File: config.mk
export PLATFORM = sky130hd
export DESIGN_NAME = jogador_automatico
export DESIGN_NICKNAME = d
export VERILOG_FILES = /design/src/rtl/jogador_automatico.sv
export SDC_FILE = /design/constraint.sdc
export NUM_CORES = 1
export LEC_CHECK = 0
export ABC_AREA = 1
export BUFFER_PORTS_ARGS = -buffer_cell sky130_fd_sc_hd__buf_2
export CAP_MARGIN = 15
export CORE_MARGIN = 1
export CORE_UTILIZATION = 40
export DETAILED_ROUTE_END_ITERATION = 8
export GPL_ROUTABILITY_DRIVEN = 0
export HOLD_SLACK_MARGIN = 0.03
export PLACE_DENSITY_LB_ADDON = 0.25
export SLEW_MARGIN = 20
export SYNTH_ARGS = -nofsm -noshare
export SYNTH_HDL_FRONTEND = slang
export SYNTH_SLANG_ARGS = --single-unit
File: constraint.sdc
create_clock -name clock -period 6.8 [get_ports clock]
set_clock_uncertainty 0.2 [all_clocks]
set_input_delay 0.34 -clock clock [delete_from_list [all_inputs] [get_ports clock]]
set_output_delay 0.34 -clock clock [all_outputs]
set_load 0.02 [all_outputs]
File: src/rtl/jogador_automatico.sv
// Automatic player: watches the game LEDs, records each newly lit value, then
// replays the recorded sequence on the button outputs after the LEDs go quiet.
module jogador_automatico #(
  parameter int T_PRESS = 10,
  parameter int T_GAP   = 10,
  parameter int T_QUIET = 1000,
  parameter int T_JOGAR = 5
) (
  input  logic       clock,
  input  logic       reset,
  input  logic       habilitar,
  input  logic [3:0] leds,
  input  logic       ganhou,
  input  logic       perdeu,
  input  logic       timeout,
  output logic       jogar,
  output logic [3:0] botoes,
  output logic       ocupado,
  output logic       erro,
  output logic [3:0] db_estado,
  output logic [4:0] db_quantidade
);

  typedef enum logic [3:0] {
    OCIOSO    = 4'd0,
    INICIA    = 4'd1,
    OBSERVA   = 4'd2,
    PRESSIONA = 4'd3,
    INTERVALO = 4'd4,
    FIM       = 4'd5
  } estado_t;

  localparam int TMAX0 = (T_PRESS > T_GAP) ? T_PRESS : T_GAP;
  localparam int TMAX  = (TMAX0 > T_JOGAR) ? TMAX0 : T_JOGAR;
  localparam int CW    = $clog2(TMAX + 1);
  localparam int QW    = $clog2(T_QUIET + 1);

  localparam logic [CW-1:0] JOGAR_FIM = CW'(T_JOGAR - 1);
  localparam logic [CW-1:0] PRESS_FIM = CW'(T_PRESS - 1);
  localparam logic [CW-1:0] GAP_FIM   = CW'(T_GAP - 1);
  localparam logic [QW-1:0] QUIET_MAX = QW'(T_QUIET);

  estado_t          estado;
  logic [CW-1:0]    cnt;
  logic [QW-1:0]    quieto;
  logic [3:0]       leds_ant;
  logic [3:0]       idx;
  logic [15:0][3:0] buffer;
  logic             fim_jogo;
  logic             captura;

  assign db_estado = estado;
  assign fim_jogo  = ganhou | perdeu | timeout;
  assign captura   = (leds != 4'd0) && (leds_ant == 4'd0);

  always_ff @(posedge clock or negedge reset) begin
    if (!reset) begin
      estado        <= OCIOSO;
      cnt           <= '0;
      quieto        <= '0;
      leds_ant      <= '0;
      idx           <= '0;
      buffer        <= '0;
      jogar         <= 1'b0;
      botoes        <= 4'd0;
      ocupado       <= 1'b0;
      erro          <= 1'b0;
      db_quantidade <= 5'd0;
    end else begin
      leds_ant <= leds;
      case (estado)
        OCIOSO: begin
          if (habilitar) begin
            estado        <= INICIA;
            cnt           <= '0;
            jogar         <= 1'b1;
            ocupado       <= 1'b1;
            erro          <= 1'b0;
            db_quantidade <= 5'd0;
          end
        end
        INICIA: begin
          if (cnt == JOGAR_FIM) begin
            estado        <= OBSERVA;
            jogar         <= 1'b0;
            cnt           <= '0;
            quieto        <= '0;
            db_quantidade <= 5'd0;
          end else begin
            cnt <= cnt + 1'b1;
          end
        end
        OBSERVA: begin
          if (fim_jogo) begin
            estado  <= FIM;
            botoes  <= 4'd0;
            ocupado <= 1'b0;
          end else if (quieto == QUIET_MAX && db_quantidade != 5'd0) begin
            estado <= PRESSIONA;
            idx    <= 4'd0;
            cnt    <= '0;
            botoes <= buffer[0];
          end else begin
            // quiet count saturates so an empty buffer can wait forever
            if (leds != 4'd0)
              quieto <= '0;
            else if (quieto != QUIET_MAX)
              quieto <= quieto + 1'b1;
            if (captura) begin
              if (db_quantidade == 5'd16) begin
                erro <= 1'b1;
              end else begin
                buffer[db_quantidade[3:0]] <= leds;
                db_quantidade              <= db_quantidade + 5'd1;
              end
            end
          end
        end
        PRESSIONA: begin
          if (fim_jogo) begin
            estado  <= FIM;
            botoes  <= 4'd0;
            ocupado <= 1'b0;
          end else if (cnt == PRESS_FIM) begin
            estado <= INTERVALO;
            botoes <= 4'd0;
            cnt    <= '0;
          end else begin
            cnt <= cnt + 1'b1;
          end
        end
        INTERVALO: begin
          if (fim_jogo) begin
            estado  <= FIM;
            botoes  <= 4'd0;
            ocupado <= 1'b0;
          end else if (cnt == GAP_FIM) begin
            cnt <= '0;
            if (({1'b0, idx} + 5'd1) < db_quantidade) begin
              estado <= PRESSIONA;
              idx    <= idx + 4'd1;
              botoes <= buffer[idx + 4'd1];
            end else begin
              estado        <= OBSERVA;
              quieto        <= '0;
              db_quantidade <= 5'd0;
            end
          end else begin
            cnt <= cnt + 1'b1;
          end
        end
        FIM: begin
          botoes <= 4'd0;
          if (!habilitar)
            estado <= OCIOSO;
        end
        default: begin
          estado  <= OCIOSO;
          jogar   <= 1'b0;
          botoes  <= 4'd0;
          ocupado <= 1'b0;
        end
      endcase
    end
  end

endmodule

==> results of run 1 <==
-- how the worst max path moves through the flow --
stage                                  end  slack (ns)  cells after the start
global route        buffer[48]$_DFFE_PN0P_        3.44                      9
detailed placement  buffer[54]$_DFFE_PN0P_        3.65                      8
global placement    buffer[59]$_DFFE_PN0P_        3.74                      8
CTS                 buffer[56]$_DFFE_PN0P_        3.63                      8
floorplan            quieto[4]$_DFFE_PN0P_        4.41                     11
finish              buffer[49]$_DFFE_PN0P_        3.61                      9
-- what timing repair did --
item | CTS | global route
resized for setup | 0 | 0
setup endpoints to repair | 0 | 0
endpoints found under the hold margin | 45 | 0
hold buffers | 1 | 0
-- worst max-delay path, delay by kind of cell, from the launching register on --
kind	cells	cell delay (ns)
buffers and inverters	2	0.38
adder cells (fa/ha/maj)	1	0.55
flip-flops	1	0.44
AND/OR/NAND/NOR	6	1.51
-- power groups by stage --
stage | combinational [uW] | sequential [uW] | clock [uW]
2_1_floorplan | 555 | 695 | 0
6_report | 765 | 669 | 497
4_1_cts | 765 | 669 | 510
3_3_place_gp | 759 | 681 | 0
3_5_place_dp | 760 | 681 | 0
5_1_grt | 850 | 675 | 538
-- cells by family after synthesis --
group | synth area share [%]
flops | 39.4
xor+xnor | 1.23
compound gates | 2.40
buf+inv | 9.73
other cells | 0.0584
simple gates | 44.3
fa+ha+maj | 2.93
-- routing by layer --
| metal | track usage [%] | share of wire [%] |
|---|---|---|
| met1 | 30.1 | 45 |
| met2 | 38.4 | 48 |
| met3 | 5.07 | 4.8 |
| met4 | 6.99 | 1.5 |
| met5 | 0 | 0 |
-- flip-flops by register name, indices dropped and copies added (netlist names), 3 cells and up --
name,cells
db_estado,3
db_quantidade,5
cnt,4
leds_ant,4
idx,4
quieto,10
buffer,64
botoes,4
-- stage by stage --
stage               area, sq um  instances  utilization (%)
floorplan                  6420        908                -
global placement           6600       1105             42.8
detailed placement         6600       1105             42.8
CTS                        6890       1122             44.7
global route               6900       1122             44.7
finish                     6900       1122             44.7
-- layout make-up --
type,count,area [sq um]
clock buffer,11,243
clock inverter,5,36.3
fill,1620,8530
inverter,105,394
multi-input combinational,660,3270
sequential,101,2530
tap,211,264
timing repair buffer,29,163
-- cells in the mapped netlist (2+ instances only) --
cell type	number	area share, %
a21oi_1	5	0.39
buf_1	4	0.23
buf_2	10	0.78
buf_4	4	0.47
buf_6	6	1.1
clkbuf_1	18	1.1
dfrtp_1	101	39
ha_1	15	2.9
inv_1	97	5.7
inv_2	7	0.41
nand2_1	344	20
nand2_2	10	0.98
nand3_1	83	6.5
nand3_2	3	0.47
nand3b_1	5	0.59
nand4_1	76	7.4
nand4_2	7	1.4
nor2_1	58	3.4
nor2_2	3	0.29
nor2_4	5	0.88
nor3_1	7	0.55
o21ai_0	11	0.86
o21ai_1	4	0.31
o31ai_1	2	0.23
xnor2_1	2	0.27
xor2_1	7	0.96
==> results.md, run 1 <==
- Achievable clock frequency: 313 MHz
- Pwr Total: 1930 uW
- Ys async rst share: 100%
- Final Slew Violations: 0
- Post-synth EDFFs: 0
- Post-Syn Instances: 908
- Global-route wire length before repair: 29400 microns
- Sequential share of the synthesized area: 39.4%
- CP Class: flop to flop
- Max-cap viol count: 0
- Status: finished clean
- Most used DFF post-synth: dfrtp_1
- Critical Path Fanout Max: 16
- Reg2Reg Depth: 9
- Congestion Overflow GR: 0
- Worst path most repeated cell: nand2_1
- Sequential share of power: 34.6%
- Max incr delay on CP: 0.55 ns
- Final WL: 17300 microns
- Clock tree buffer depth: 2
- Synth warn: 0
- First-pass DRT Iterations: 5
- HPWL after DPL: 11700 microns
- Slew @ Worst Pin: 1.03 ns
- Clk_lat worst skew: 0.36 ns
- DRT iter0 DRCs: 450
- Arrival time at the worst endpoint: 3.24 ns
- Flops & latches, synth: 101
- Slowest CP cell: ha_1
- Tmin final: 3.19 ns
- Post-CTS Setup Bufs: 0
- Largest net degree at the start of global routing: 57
- Crit path capture type: flop
- CTS tree: yes
- Comb power frac: 39.6%
- Clk pwr share: 25.7%
- Crit-path cells: inv_1, ha_1, inv_1, nor2_4, nand2_2, nand2_1, nand4_1, nand2_1, nand2_1
- DP Worst Slack: 3.65 ns
- Hold Crit Class: primary input to flop
- # clock sinks: 101
- Crit share post-route: 46.9%
- R2r startpoint: db_quantidade[1]$_DFFE_PN0P_
- Buffers on Ports: 24
- Layout cells sized above 1: 9.44%
- Switching part of the total: 43.4%
- R2R setup slack: 3.61 ns
- P_int: 1090 uW
- WP data required: 6.85 ns
- Hold Path End: leds_ant[0]$_DFF_PN0_
- Unrepaired setup endpoints after global routing: no
- DR vias/cell: 5.20
- Mapped Nets: 933
- P_sw: 839 uW
- Final Setup Violations: 0
- CTS root buf: clkbuf_16
- Total Neg Setup Slack: 0 ns
- Initial antenna violation count: 0
- Worst rel slew slack: 31.3%
- H-Tree Depth: 3
- P per Cell Area: 280 nW/um^2
- Worst hold margin: 0.184 ns
- Clk slew on worst S/H paths: 0.07 ns
- DIE WIDTH: 129 microns
- Cts bufs inserted: 9
- Vias: 5833
- R2R Path End: buffer[49]$_DFFE_PN0P_
- Final WS setup: 3.61 ns
- Hold path cells: 1
- Initial Utilization: 41.6%
- GRT Overall Usage: 23.1%
- Final Hold Fails: 0
- Syn Std Cell Area: 6420 sq um
- Most used cells in the layout excluding fill and tap cells: nand2_1 (344), dfrtp_1 (101), inv_1 (97)
- Leakage power: 0.00367 uW
- Routed Antenna Nets: 0
- Row count: 45
- Placeable Area: 15400 sq um
- CP Launch Type: flop
- CP startpoint: db_quantidade[1]$_DFFE_PN0P_
- Drc violations: 0
- Area growth syn-to-layout: 7.49%
- Avg Cell Area, Syn: 7.07 sq um
- Vias in the first global route: 5630
- Most common cell after layout, fill and taps aside: nand2_1
- Hold Startpoint: leds[0]
- Library cells used by synthesis: 40
- Worst vdd ir: 191 uV
- Die footprint: 16600 sq um
- Ports: 26
- Die H: 129 microns
- Ant diodes: 0
- Net total in the final layout: 931
- Routed len/inst: 15.4 microns
(Power assumes the default switching activity.)
==> inputs of run 2 (changes only) <==
Settings changed: ABC_AREA 1 to 0.
Clock period 6.8 ns to 3.3 ns, I/O delays scaled along.
==> run 2 against run 1 <==
Net effect:
- via count shrank 32%
- clock power increased by 96%
- sequential power rose by 110%
- cell count shrank 39%
- core utilization rose by 1.9 points
- synthesized cell count is 48% lower
- wire length fell by 26%
- cell area shrank 9.5%
- fmax is 6.6% higher
- first-iteration DRC count decreased by 26%
- highest routed layer unchanged
==> results.md, run 2 <==
- Finished Cell Area: 6240 sq um
- P per Cell Area: 552 nW/um^2
- DR vias/cell: 5.82
- Global-route wire length before repair: 21700 microns
- Sequential share of the synthesized area: 45.3%
- Ports: 26
- Adder-cell share of the synthesized area: 3.36%
- Synth warn: 0
- Max-cap viol count: 0
- Number of gates resized after cts: 0
- Initial Utilization: 41.6%
- Ys async rst share: 100%
- Area growth syn-to-layout: 11.9%
- Routed len/inst: 18.8 microns
- Syn Std Cell Area: 5580 sq um
- Vias in the first global route: 4051
- Number of flip-flops under the largest register name: 64
- Post-synth EDFFs: 0
- Most used DFF post-synth: dfrtp_1
- Synth cell count leaders: dfrtp_1 (101), mux2_2 (65), nand2_1 (25), nor2_1 (22), inv_1 (17)
- Mapped Nets: 496
- Most used cells in the layout excluding fill and tap cells: dfrtp_1 (101), mux2_2 (65), nand2_1 (25)
- Worst vdd ir: 341 uV
- CP Launch Type: flop
- HPWL after DPL: 9050 microns
- Final Hold Fails: 0
- First-pass DRT Iterations: 4
- R2R setup slack: 0.30 ns
- WP data required: 3.34 ns
- CTS root buf: clkbuf_16
- Worst rel slew slack: 56.2%
- DRT iter0 DRCs: 331
- Buffers on Ports: 24
- Layout cells sized above 1: 31.8%
- GRT Overall Usage: 19.6%
- Final Slew Violations: 0
- Achievable clock frequency: 334 MHz
- Placeable Area: 13400 sq um
- Crit share post-route: 90.8%
- Cts bufs inserted: 9
- Hold Crit Class: primary input to asynchronous set/reset pin
- Final WL: 12800 microns
- Area of placed instances: 5910 sq um
- Critical Path Fanout Max: 20
- Count leader, synth: dfrtp_1
- Most common cell after layout, fill and taps aside: dfrtp_1
- Clk slew on worst S/H paths: 0.07 ns
- Compound-cell area share of the yosys netlist: 10.7%
- Synth Area in Simple Gates: 14.2%
- Yosys top cell area share: 45.3%
- Clk_lat worst skew: 0.35 ns
- Largest regs: buffer (64), quieto (10), db_quantidade (5)
- Routed Antenna Nets: 0
- Crit path capture type: flop
- Largest net degree at the start of global routing: 83
- H-Tree Depth: 3
- Final cell utilization of the core: 46.6%
- Clock tree buffer depth: 2
- # clock sinks: 101
- Congestion Overflow GR: 0
- Die footprint: 14400 sq um
- Arrival time at the worst endpoint: 3.04 ns
- Die H: 120 microns
- CP Class: flop to flop
- Largest family of logic cells by synthesized area: multiplexers
- Flops & latches, synth: 101
- Multiplexer area fraction after synthesis: 22.8%
- Fill cells: 1250
- Status: finished clean
- Initial antenna violation count: 0
- Net total in the final layout: 528
- Largest Register: buffer
- XOR/XNOR Fraction of Synth Area: 0.314%
- CTS tree: yes
- Final Setup Violations: 0
- Leakage power: 0.00288 uW
- Synth top area cells: dfrtp_1 (45%), mux2_2 (13%), mux4_2 (6.5%)
- Ant diodes: 0
- Row count: 42
- Drc violations: 0
- Post-Syn Instances: 471
- Avg Cell Area, Syn: 11.8 sq um
- Slew @ Worst Pin: 0.654 ns
- Tmin final: 3.00 ns
- Cell taking the most area after synthesis: dfrtp_1
- Library cells used by synthesis: 72
- DIE WIDTH: 120 microns
- Vias: 3966
## run 2: cell count changes after synthesis, moves of 10 or more
| cell | before | now |
|---|---|---|
| clkbuf_1 | 18 | 8 |
| inv_1 | 97 | 17 |
| mux2_2 | 0 | 65 |
| mux2i_1 | 0 | 11 |
| mux4_2 | 0 | 16 |
| nand2_1 | 344 | 25 |
| nand2_2 | 10 | 0 |
| nand3_1 | 83 | 10 |
| nand4_1 | 76 | 7 |
| nor2_1 | 58 | 22 |
## run 2: path summary, 6_finish.rpt
check                      cells after the start                 from                  endpoint
setup / recovery                              10   idx[0]$_DFFE_PN0P_     botoes[2]$_DFFE_PN0P_
max in group asynchronous                      3                reset    buffer[29]$_DFFE_PN0P_
setup reg to reg                              10   idx[0]$_DFFE_PN0P_     botoes[2]$_DFFE_PN0P_
hold / removal                                 2                reset     quieto[6]$_DFFE_PN0P_
min in group clock                             4              timeout  db_estado[1]$_DFFE_PN0P_
hold reg to reg                                2  ocupado$_DFFE_PN0P_       ocupado$_DFFE_PN0P_
## run 2: layout make-up
class	count	area, sq um	area share (%)
repair buffers	42	285	4.57
inverters	18	67.6	1.08
well taps	176	220	3.53
clock inverters	5	36.3	0.581
flip-flops and latches	101	2530	40.5
clock buffers	9	225	3.61
multi-input cells	331	2880	46.1
## run 2: kinds of logic (layout without fill, tap and decap cells)
group                    Yosys count  count (layout)
other                              1               1
AND/OR/NAND/NOR                  134             134
AO/OA/AOI/OAI                     82              82
XOR/XNOR                           2               2
adder cells (fa/ha/maj)           15              15
multiplexers                      97              97
buffers and inverters             39              74
flip-flops                       101             101
## run 2: power breakdown
part | internal (uW) | switching, uW | total (uW)
Sequential | 1300 | 120 | 1420
Combinational | 405 | 643 | 1050
Clock | 507 | 466 | 973
## run 2: metrics by stage
step	setup TNS, ns	power (uW)	setup WS [ns]	std cells	hold slack, ns
after floorplan	0	2170	0.226	471	-0.331
after global placement	0	2460	0.302	661	-0.127
after detailed placement	0	2470	0.147	661	-0.129
after CTS	0	3460	0.136	681	0.0395
after global routing	-0.0103	3650	-0.00645	682	0.0612
final	0	3450	0.305	682	0.0407
## run 2: critical path: stages (launching register included)
cell,delay [ns]
dfrtp_1,0.36
buf_4,0.35
nand3_1,0.15
xor2_1,0.19
inv_1,0.13
ha_1,0.21
a21oi_1,0.24
o21ai_0,0.26
a311oi_2,0.30
buf_4,0.18
mux2_2,0.33
## run 2: routing by layer
metal  global-route usage (%)  vias to the layer above  wire, microns  share of wire (%)
li1                         -                     1832              -                  -
met1                     27.0                     2031           6000                 47
met2                     30.9                       86           6140                 48
met3                     3.75                       17            437                3.4
met4                     6.41                        0            211                1.6
met5                        0                        -              0                  0
## run 2: repair_timing
action / CTS / global route
endpoints found under the setup margin: 0 / 4
buffers inserted: 0 / 1
hold endpoints to repair: 108 / 0
hold buffers: 6 / 0
==> inputs of run 3 (changes only) <==
Settings changed: BUFFER_PORTS_ARGS -buffer_cell sky130_fd_sc_hd__buf_2 to -buffer_cell sky130_fd_sc_hd__buf_4, SLEW_MARGIN 20 to 5.
==> run 3 against run 2 <==
Net effect:
- first-iteration DRC count rose by 7.3%
- sequential share of layout area is 0.64 points lower
- hold slack improved by 0.16 ns
- largest power group unchanged
- critical endpoint is now botoes[1]$_DFFE_PN0P_
==> results.md, run 3 (synthesis gave the netlist of run 2 again) <==
- Final Slew Violations: 0
- H-Tree Depth: 3
- Comb power frac: 28.6%
- Clock tree buffer depth: 2
- CTS tree: yes
- Ant diodes: 0
- Post-Layout Cell Count: 683
- GRT Overall Usage: 19.0%
- Number of flip-flops under the largest register name: 64
- Cts bufs inserted: 9
- Worst rel slew slack: 49.6%
- Clk pwr share: 31.9%
- Drc violations: 0
- Largest net degree at the start of global routing: 61
- CP Launch Type: flop
- Area growth syn-to-layout: 13.7%
- P_sw: 1240 uW
- First-pass DRT Iterations: 4
- WP data required: 3.33 ns
- Buffers on Ports: 24
- Placeable Area: 13400 sq um
- Slew @ Worst Pin: 0.756 ns
- Net total in the final layout: 528
- Slowest CP cell: a311oi_2
- Achievable clock frequency: 331 MHz
- Crit share post-route: 91.5%
- Final WL: 12600 microns
- Clk_lat worst skew: 0.35 ns
- P_int: 2390 uW
- Vias: 3876
- Most common cell after layout, fill and taps aside: dfrtp_1
- Vias in the first global route: 4073
- Crit-path cells: buf_4, nand3_1, xor2_1, inv_1, ha_1, a21oi_1, o21ai_0, a311oi_2, mux2_2
- Row count: 42
- DRT iter0 DRCs: 355
- Max-cap viol count: 0
- Placed cells: 662
- Max incr delay on CP: 0.48 ns
- Most used cells in the layout excluding fill and tap cells: dfrtp_1 (101), mux2_2 (65), buf_4 (36)
- DP Worst Slack: 0.215 ns
- Largest Register: buffer
- CTS root buf: clkbuf_16
- Initial antenna violation count: 0
- DR vias/cell: 5.67
- Unrepaired setup endpoints after global routing: no
- Sequential share of power: 39.5%
- HPWL after DPL: 8900 microns
- Die footprint: 14400 sq um
- Switching part of the total: 34.2%
- CP Class: flop to flop
- Status: finished clean
- Final WS setup: 0.281 ns
- Arrival time at the worst endpoint: 3.05 ns
- Clk slew on worst S/H paths: 0.07 ns
- Ports: 26
- Congestion Overflow GR: 0
- Layout cells sized above 1: 32.0%
- Final Setup Violations: 0
- DIE WIDTH: 120 microns
- P per Cell Area: 572 nW/um^2
- Leakage power: 0.00291 uW
- Global-route wire length before repair: 21300 microns
- Critical Path Fanout Max: 20
- CP top delay family: compound AO/OA/AOI/OAI gates
- Total Neg Setup Slack: 0 ns
- Initial Utilization: 41.6%
- Largest regs: buffer (64), quieto (10), db_quantidade (5)
- Routed len/inst: 18.5 microns
- Routed Antenna Nets: 0
- Buf/Inv on CP: 2
- Worst vdd ir: 295 uV
- Final Hold Fails: 0
- Hold Crit Class: primary input to flop
- # clock sinks: 101
- Tmin final: 3.02 ns
- Die H: 120 microns
- Crit path capture type: flop
## run 3: cell types whose count changed in the layout (fill, tap and decap cells not counted)
cell	previous run	this run
buf_4	12	36
buf_12	1	0
bufinv_16	0	2
clkinv_2	2	1
inv_6	2	3
buf_2	23	0
clkinv_4	1	0
## run 3: power by group through the flow
stage	logic [uW]	clock network, uW	registers, uW
detailed placement	1030	0	1460
finish	1040	1160	1430
floorplan	751	0	1420
global route	1150	1220	1450
global placement	1010	0	1450
CTS	1040	1180	1430
## run 3: final cells by class
cell class / count / area, sq um
Clock buffer: 9 / 225
Multi-Input combinational cell: 331 / 2880
Clock inverter: 6 / 91.3
Sequential cell: 101 / 2530
Timing Repair Buffer: 42 / 330
Inverter: 18 / 67.6
Fill cell: 1231 / 7060
Tap cell: 176 / 220
## run 3: per-layer routing
metal  part of all wire (%)  GRT usage [%]  wire (microns)
met3                    3.1           3.52             397
met4                    1.9           6.56             242
met5                      0              0               0
met2                     48           31.1            6080
met1                     47           25.3            5890
## run 3: worst reg2reg max path, delay by kind of cell (launching register included)
family / cells / cell delay [ns]
compound gates: 3 / 0.93
xor+xnor: 1 / 0.20
fa+ha+maj: 1 / 0.20
mux: 1 / 0.39
flops: 1 / 0.36
buf+inv: 2 / 0.48
simple gates: 1 / 0.15
## run 3: final timing paths
path,startpoint,end,slack (ns),cells after the start
max,idx[0]$_DFFE_PN0P_,botoes[1]$_DFFE_PN0P_,0.28,9
min,timeout,db_estado[1]$_DFFE_PN0P_,0.21,5
max reg2reg,idx[0]$_DFFE_PN0P_,botoes[1]$_DFFE_PN0P_,0.28,9
min reg2reg,buffer[21]$_DFFE_PN0P_,buffer[21]$_DFFE_PN0P_,0.29,1
max in group asynchronous,reset,buffer[1]$_DFFE_PN0P_,1.84,3
min in group asynchronous,reset,quieto[0]$_DFFE_PN0P_,0.23,2
## run 3: per-stage QoR
stage                     instance area, sq um  hold slack [ns]  util (%)  power (uW)
after global placement                    5970           0.0723      44.5        2470
after global routing                      6340            0.242      47.3        3830
after detailed placement                  5970           0.0807      44.5        2490
final                                     6340            0.205      47.3        3630
after CTS                                 6340            0.202      47.3        3650
after floorplan                           5590           -0.331         -        2170
## run 3: what timing repair did
item	CTS	global route
resized for setup	0	0
endpoints found under the hold margin	94	0
buffers inserted	0	0
setup endpoints to repair	0	4
hold buffers	6	0
